`src/rtl/window_gen_3x3.sv`:
```
// 3x3 neighbourhood generator with zero boundary for raster-order pixel streams.
// A virtual scan one row and one column larger than the image flushes the last
// row/column by injecting zeros; each window is registered and held until taken.
//
//  state | meaning
//  IDLE  | waiting for start, no transfers
//  RUN   | scanning the frame, accepting pixels, emitting windows
//  DONE  | last window taken, frame_done pulses for one cycle
module window_gen_3x3 #(
    parameter int WIDTH = 8,
    parameter int IMG_W = 16,
    parameter int IMG_H = 16
) (
    input  logic                        clk,
    input  logic                        rst_n,
    input  logic                        start,
    input  logic                        in_valid,
    output logic                        in_ready,
    input  logic signed [WIDTH:0]       in_pix,
    output logic                        out_valid,
    input  logic                        out_ready,
    output logic signed [WIDTH:0]       W1,
    output logic signed [WIDTH:0]       W2,
    output logic signed [WIDTH:0]       W3,
    output logic signed [WIDTH:0]       W4,
    output logic signed [WIDTH:0]       W5,
    output logic signed [WIDTH:0]       W6,
    output logic signed [WIDTH:0]       W7,
    output logic signed [WIDTH:0]       W8,
    output logic signed [WIDTH:0]       W9,
    output logic [$clog2(IMG_H)-1:0]    out_row,
    output logic [$clog2(IMG_W)-1:0]    out_col,
    output logic                        busy,
    output logic                        frame_done
);

    localparam int RW   = $clog2(IMG_H);
    localparam int CW   = $clog2(IMG_W);
    localparam int VR_W = $clog2(IMG_H + 1);
    localparam int VC_W = $clog2(IMG_W + 1);

    localparam logic [VR_W-1:0] VR_LAST  = VR_W'(IMG_H);
    localparam logic [VC_W-1:0] VC_LAST  = VC_W'(IMG_W);
    localparam logic [RW-1:0]   ROW_LAST = RW'(IMG_H - 1);
    localparam logic [CW-1:0]   COL_LAST = CW'(IMG_W - 1);

    typedef logic signed [WIDTH:0] pix_t;

    typedef enum logic [1:0] {
        IDLE = 2'd0,
        RUN  = 2'd1,
        DONE = 2'd2
    } state_t;

    state_t state, state_nxt;

    logic [VR_W-1:0] vr;
    logic [VC_W-1:0] vc;
    logic            scan_end;

    // lb_a holds virtual row vr-1, lb_b holds row vr-2, indexed by virtual column
    pix_t lb_a [IMG_W+1];
    pix_t lb_b [IMG_W+1];

    // win[col][row]: col 0 is the oldest column of the sliding window
    pix_t win [3][3];
    pix_t new_col [3];
    pix_t next_w [9];
    pix_t w_q [9];

    logic need_pix;
    logic out_free;
    logic adv;
    logic load;
    logic last_hs;

    // Handshake and step qualification
    always_comb begin
        need_pix = (vr < VR_LAST) && (vc < VC_LAST);
        out_free = !out_valid || out_ready;
        in_ready = (state == RUN) && !scan_end && need_pix && out_free;
        adv      = (state == RUN) && !scan_end && out_free && (!need_pix || in_valid);
        load     = adv && (vr != '0) && (vc != '0);
        last_hs  = out_valid && out_ready && (out_row == ROW_LAST) && (out_col == COL_LAST);
        busy       = (state == RUN);
        frame_done = (state == DONE);
    end

    // Incoming column and masked window candidate for the current step
    always_comb begin
        new_col[0] = lb_b[vc];
        new_col[1] = lb_a[vc];
        new_col[2] = need_pix ? in_pix : '0;
        for (int dr = 0; dr < 3; dr++) begin
            for (int dc = 0; dc < 3; dc++) begin
                int   rr;
                int   cc;
                pix_t src;
                rr  = int'(vr) - 2 + dr;
                cc  = int'(vc) - 2 + dc;
                src = (dc == 2) ? new_col[dr] : win[dc+1][dr];
                if (rr < 0 || rr >= IMG_H || cc < 0 || cc >= IMG_W)
                    next_w[dr*3+dc] = '0;
                else
                    next_w[dr*3+dc] = src;
            end
        end
    end

    // State register
    always_ff @(posedge clk or negedge rst_n) begin
        if (!rst_n)
            state <= IDLE;
        else
            state <= state_nxt;
    end

    // Next-state logic
    always_comb begin
        state_nxt = state;
        case (state)
            IDLE:    if (start) state_nxt = RUN;
            RUN:     if (last_hs) state_nxt = DONE;
            DONE:    state_nxt = IDLE;
            default: state_nxt = IDLE;
        endcase
    end

    // Virtual scan position; restarted from (0,0) on every accepted start
    always_ff @(posedge clk or negedge rst_n) begin
        if (!rst_n) begin
            vr       <= '0;
            vc       <= '0;
            scan_end <= 1'b0;
        end else if (state == IDLE && start) begin
            vr       <= '0;
            vc       <= '0;
            scan_end <= 1'b0;
        end else if (adv) begin
            if (vc == VC_LAST) begin
                vc <= '0;
                if (vr == VR_LAST)
                    scan_end <= 1'b1;
                else
                    vr <= vr + 1'b1;
            end else begin
                vc <= vc + 1'b1;
            end
        end
    end

    // Line buffers; stale contents are hidden by the boundary mask
    always_ff @(posedge clk) begin
        if (adv) begin
            lb_b[vc] <= lb_a[vc];
            lb_a[vc] <= new_col[2];
        end
    end

    // Sliding 3-column window
    always_ff @(posedge clk or negedge rst_n) begin
        if (!rst_n) begin
            for (int i = 0; i < 3; i++)
                for (int j = 0; j < 3; j++)
                    win[i][j] <= '0;
        end else if (adv) begin
            win[0] <= win[1];
            win[1] <= win[2];
            win[2] <= new_col;
        end
    end

    // Output register: loads a new window or drains on out_ready, never bubbles
    always_ff @(posedge clk or negedge rst_n) begin
        if (!rst_n) begin
            out_valid <= 1'b0;
            out_row   <= '0;
            out_col   <= '0;
            for (int i = 0; i < 9; i++)
                w_q[i] <= '0;
        end else if (load) begin
            out_valid <= 1'b1;
            out_row   <= RW'(vr - 1'b1);
            out_col   <= CW'(vc - 1'b1);
            w_q       <= next_w;
        end else if (out_ready) begin
            out_valid <= 1'b0;
        end
    end

    assign W1 = w_q[0];
    assign W2 = w_q[1];
    assign W3 = w_q[2];
    assign W4 = w_q[3];
    assign W5 = w_q[4];
    assign W6 = w_q[5];
    assign W7 = w_q[6];
    assign W8 = w_q[7];
    assign W9 = w_q[8];

endmodule

```
`config.mk`:
```
export PLATFORM = sky130hd
export DESIGN_NAME = window_gen_3x3
export DESIGN_NICKNAME = d
export VERILOG_FILES = /design/src/rtl/window_gen_3x3.sv
export SDC_FILE = /design/constraint.sdc
export NUM_CORES = 1
export LEC_CHECK = 0
export CAP_MARGIN = 20
export CORE_MARGIN = 2
export CORE_UTILIZATION = 40
export CTS_CLUSTER_DIAMETER = 60
export DETAILED_ROUTE_END_ITERATION = 10
export SLEW_MARGIN = 20
export SYNTH_ARGS = -nofsm -noshare
export SYNTH_HDL_FRONTEND = slang
export SYNTH_SLANG_ARGS = --single-unit
```
`constraint.sdc`:
```
create_clock -name clk -period 4.8 [get_ports clk]
set_clock_uncertainty 0.1 [all_clocks]
set_input_delay 1.44 -clock clk [delete_from_list [all_inputs] [get_ports clk]]
set_output_delay 1.44 -clock clk [all_outputs]
set_load 0.01 [all_outputs]
```
# [Word-level counts from Yosys, hierarchy flattened]
# Memories as Yosys holds them, arrays and structs flattened.
# Cells that the tools add are included.
[totals] regBits=157 ramBits=306 word_cells=133 n_memories=2
[mem_list] name="lb_a" depth=17 width=9 rd=1 rd_clocked_by_memory_dff=0 write_ports=1 line_no="62" source="pix_t lb_a [IMG_W+1];"
[mem_list] name="lb_b" depth=17 width=9 rd=1 rd_clocked_by_memory_dff=0 write_ports=1 line_no="63" source="pix_t lb_b [IMG_W+1];"
[classes] addsub=10 n_lt_le_gt_ge=14 n_eq_ne=9 mux=28 n_reduce_logical=48
[op_table] operator="2-to-1 mux 9 bit" n=10
[op_table] operator=">= comparator 32 x 6 -> 1 bit, second input constant" n=2
[op_table] operator="< comparator 32 x 1 -> 1 bit, second input constant" n=2
[op_table] operator="2-to-1 mux 5 bit" n=7
[op_table] operator="logical OR 1 bit" n=23
[op_table] operator="adder 6 x 2 -> 7 bit, second input constant" n=2
[op_table] operator="adder 6 x 3 -> 7 bit, second input constant" n=2
[op_table] operator=">= comparator 7 x 6 -> 1 bit, second input constant" n=2
[op_table] operator="< comparator 7 x 1 -> 1 bit, second input constant" n=2
[op_table] operator=">= comparator 6 bit, second input constant" n=2
[op_table] operator="logical AND 1 bit" n=12
[op_table] operator="< comparator 6 x 1 -> 1 bit, second input constant" n=2
[op_table] operator="subtractor 5 x 2 -> 6 bit, second input constant" n=2
[op_table] operator="adder 5 x 1 -> 5 bit, second input constant" n=2
[op_table] operator="equality test 5 bit, second input constant" n=2
[op_table] operator="< comparator 5 bit, second input constant" n=2
[op_table] operator="nonzero test 5 bit" n=2
[op_table] operator="equality test 4 bit, second input constant" n=2
[op_table] operator="2-to-1 mux 1 bit" n=8
[op_table] operator="nonzero test 2 bit" n=4
[op_table] operator="subtractor 4 x 1 -> 4 bit, second input constant" n=2
[op_table] operator="AND reduction 3 bit" n=2
[op_table] operator="2-to-1 mux 2 bit" n=2
[op_table] operator="!= test 2 bit, second input constant" n=2
[op_table] operator="7 further kinds" n=9

# [Logic depth before layout (Yosys ltp)]
[depth] ltp_word=8 mapped_depth=13 depth_no_buf=7

# [Least setup slack after synthesis]
# OpenSTA, ideal clock, no wires.
[synth_path] path_type="input-to-reg" startpoint="input out_ready" endpoint="memory lb_a[5][0] (netlist bit), enable pin" arrival_time_ps=3305 slack_ps=979 stages=5 path_cell_list="nor2b_1 > nor4_2 > buf_2 > nand2_1 > nor3_1"
[synth_via] elab_chain_cells=5
[synth_rtl] element="from (decl)" line_no="21" source="input logic out_ready,"
[synth_rtl] element="logical OR 1 bit" line_no="80" source="out_free = !out_valid || out_ready;"
[synth_rtl] element="logical AND 1 bit (2 in series)" line_no="82" source="adv = (state == RUN) && !scan_end && out_free && (!need_pix || in_valid);"
[synth_rtl] element="2-to-1 mux 1 bit" line_no="154" source="if (adv) begin"
[synth_rtl] element="2-to-1 mux 1 bit (implied by the code)" line_no="156" source="lb_a[vc] <= new_col[2];"
[synth_rtl] element="to (decl)" line_no="62"
# No other way between the ends.

# [Worst setup path in the final report]
[layout_path] startpoint="input out_ready" endpoint="output in_ready"
[layout_via] elab_chain_cells=2
[layout_rtl] element="logical OR 1 bit" line_no="80"
[layout_rtl] element="logical AND 1 bit" line_no="81" source="in_ready = (state == RUN) && !scan_end && need_pix && out_free;"
[layout_rtl] element="to (decl)" line_no="18" source="output logic in_ready,"
# No other way between the ends.

==> flow_summary.json <==
{
  "fin_nets": 1434,
  "final_cells": 2049,
  "die_area_sq_mm": 0.0487,
  "reg2reg_depth": 7,
  "gp_congestion": 0.844,
  "powerDensity_mw_per_mm2": 724,
  "r2r-start": "vc[0]",
  "cts_buffers": 47,
  "tightest_slew_ps": 888,
  "seq_area_sq_mm": 0.0131,
  "ir_drop_uv": 503,
  "synth.avg_cell_area_sq_um": 14.7,
  "initial_core_util_pct": 40.4,
  "max_stage_delay_ps": 470,
  "track_usage_pct": 19.0,
  "first_pass_iters": 6,
  "drtAntennaViolNets": 0,
  "synth_commonest_cells": "306 x edfxtp_1, 195 x nand2_1, 157 x dfrtp_1, 71 x mux2i_1, 50 x o21ai_0",
  "cp_common_cell": "clkdlybuf4s50_1",
  "met2WireLength_um": 21500,
  "finalWorstPathRequiredPeriod_ps": 4610,
  "timing.rr.end": "W9[5]",
  "min_to": "win[49]",
  "fin_crit_sh_pct": 96.0,
  "dp_hpwl_um": 27900,
  "fmaxAchievable_mhz": 217,
  "cts_tree": "built",
  "maxCapViolations": 0,
  "synth_fp_nets": 1302,
  "grt_pass1_wl_um": 69200,
  "status": "finished, final reports clean",
  "ys_ff_latch": 463,
  "grt_overflow": 0,
  "async_flop_share_pct": 33.9,
  "ys.warnings.count": 0,
  "drc": 0,
  "die_h_um": 221,
  "startpoint_type": "input pin",
  "postCtsHoldBufs": 0,
  "utilization_pct": 48.0,
  "yosys.cell_count.top_type": "edfxtp_1",
  "cts_htree_levels": 2,
  "power_mw": 16.1,
  "min_path_cells": 2,
  "hp-start": "win[49]",
  "clock_sinks": 463,
  "cts.clk_slew.worst_paths_ps": 60,
  "area_delta_synth_final_pct": 18.7,
  "io_pins": 107,
  "synth_top_flop_cell": "edfxtp_1",
  "post_cts_buffers": 0,
  "synth_top_area_cell": "edfxtp_1",
  "cp.required_ps": 3260,
  "critPathMaxFanout": 4,
  "vias": 11200,
  "synth_edf_count": 306,
  "wl_met1_um": 20400,
  "cts-resized-gates": 0,
  "critPathKind": "input pin to primary output",
  "clock_path_buffers": 3,
  "antenna_found_initial": 0,
  "grt_pass1_vias": 11300,
  "dr_wl_met3_um": 2690,
  "coreArea_sq_mm": 0.0465,
  "drt-initial-drc-count": 1213,
  "grt_max_degree": 90,
  "wl_per_cell_um": 22.1,
  "finalHoldViolations": 0,
  "synth_cells": 1273,
  "routed.top_layer": "met4",
  "tns_ps": 0,
  "layout_setup_ws_ps": 191,
  "dpl.cell_count": 1963,
  "wirelength_um": 45400,
  "portBuffers": 106,
  "hold_class": "flop to flop",
  "slew_headroom_pct": 40.6,
  "slowest_stage": "clkdlybuf4s50_1",
  "drv_slew": 0,
  "rows": 79,
  "n_fill_cell": 4030,
  "cts-root-buf": "clkbuf_16",
  "power_leakage_nw": 8.38,
  "drive_gt1_share_pct": 14.6,
  "path_cells": "clkdlybuf4s50_1 > nor2b_1 > nor3_1 > and2_1 > clkdlybuf4s50_1",
  "synth.area.top_cells": "edfxtp_1 49%, dfrtp_1 21%, mux4_2 4.9%",
  "crit_path_end_kind": "primary output",
  "ys_seq_area_share_pct": 69.9,
  "netlist_area_sq_mm": 0.0188,
  "crit_arrival_ps": 3070,
  "setup_viol": 0,
  "place_ws_ps": 207,
  "ys_types": 60,
  "diodes": 0,
  "synth_top_area_share_pct": 48.9,
  "die_w_um": 221,
  "regToRegSetupSlack_ps": 1460,
  "rsz0062_at_grt": "no",
  "multi_input_area_sq_mm": 0.00525,
  "clock_latency_ps": 560,
  "viasPerCell": 5.46
}
[metrics by stage]
| step | hold slack [ps] | instance area, sq um |
|---|---|---|
| 2_1_floorplan | 347 | 18800 |
| 3_3_place_gp | 361 | 20700 |
| 3_5_place_dp | 364 | 20800 |
| 4_1_cts | 379 | 22300 |
| 5_1_grt | 396 | 22300 |
| 6_report | 375 | 22300 |
[worst max-delay path by stage]
stage | to | startpoint | slack [ps]
floorplan | lb_a[5][0] | out_ready | 980
global placement | in_ready | out_ready | 220
detailed placement | in_ready | out_ready | 210
CTS | in_ready | out_ready | 200
global route | in_ready | out_ready | 110
finish | in_ready | out_ready | 190
[worst max-delay path, delay by kind of cell]
kind | cells | cell delay, ps
buf+inv | 2 | 910
simple gates | 3 | 710
[cell usage in the layout (no fill, tap or decap), types with 29 or more instances in the layout]
| master | Yosys | layout |
|---|---|---|
| edfxtp_1 | 306 | 306 |
| nand2_1 | 195 | 194 |
| dfrtp_1 | 157 | 155 |
| clkdlybuf4s50_1 | 0 | 105 |
| mux2i_1 | 71 | 71 |
| buf_4 | 4 | 53 |
| o21ai_0 | 50 | 50 |
| clkbuf_16 | 0 | 49 |
| mux4_2 | 41 | 41 |
| a22o_1 | 32 | 32 |
| a22oi_1 | 31 | 31 |
| nand3_1 | 29 | 29 |
[layout make-up]
class | instances | area share, %
sequential | 463 | 58.9
tap | 607 | 3.41
inverter | 24 | 0.404
clock inverter | 24 | 1.07
timing repair buffer | 163 | 6.91
multi-input combinational | 706 | 23.5
clock buffer | 62 | 5.81
[kinds of logic (layout without fill, tap and decap cells)]
group / count (synthesis) / in the layout / synth area share, %
compound gates: 200 / 200 / 7.52
xor+xnor: 12 / 12 / 0.560
fa+ha+maj: 15 / 15 / 1.00
buf+inv: 104 / 273 / 2.56
flops: 463 / 463 / 69.9
mux: 134 / 134 / 10.0
simple gates: 345 / 345 / 8.46
[flip-flops by register name, summed over array words and instances (netlist names)]
name,cells
lb_a,153
lb_b,153
win,54
W1,9
W2,9
W3,9
W4,9
W5,9
W6,9
W7,9
W8,9
W9,9
vc,5
vr,5
out_col,4
out_row,4
state,2
out_valid,1
scan_end,1
[power breakdown]
part / internal [mW] / total, mW / switching [mW]
registers: 5.70 / 6.26 / 0.555
clock network: 2.16 / 3.64 / 1.48
logic: 2.32 / 6.24 / 3.92
total: 10.2 / 16.1 / 5.96
[layer usage]
layer / vias to the layer above / GRT usage (%)
met3: 65 / 3.12
met1: 5725 / 26.9
met2: 352 / 30.6
li1: 5045 / -
met5: - / 0
met4: 0 / 4.78
No activity file was read; power rests on OpenSTA's default activity.
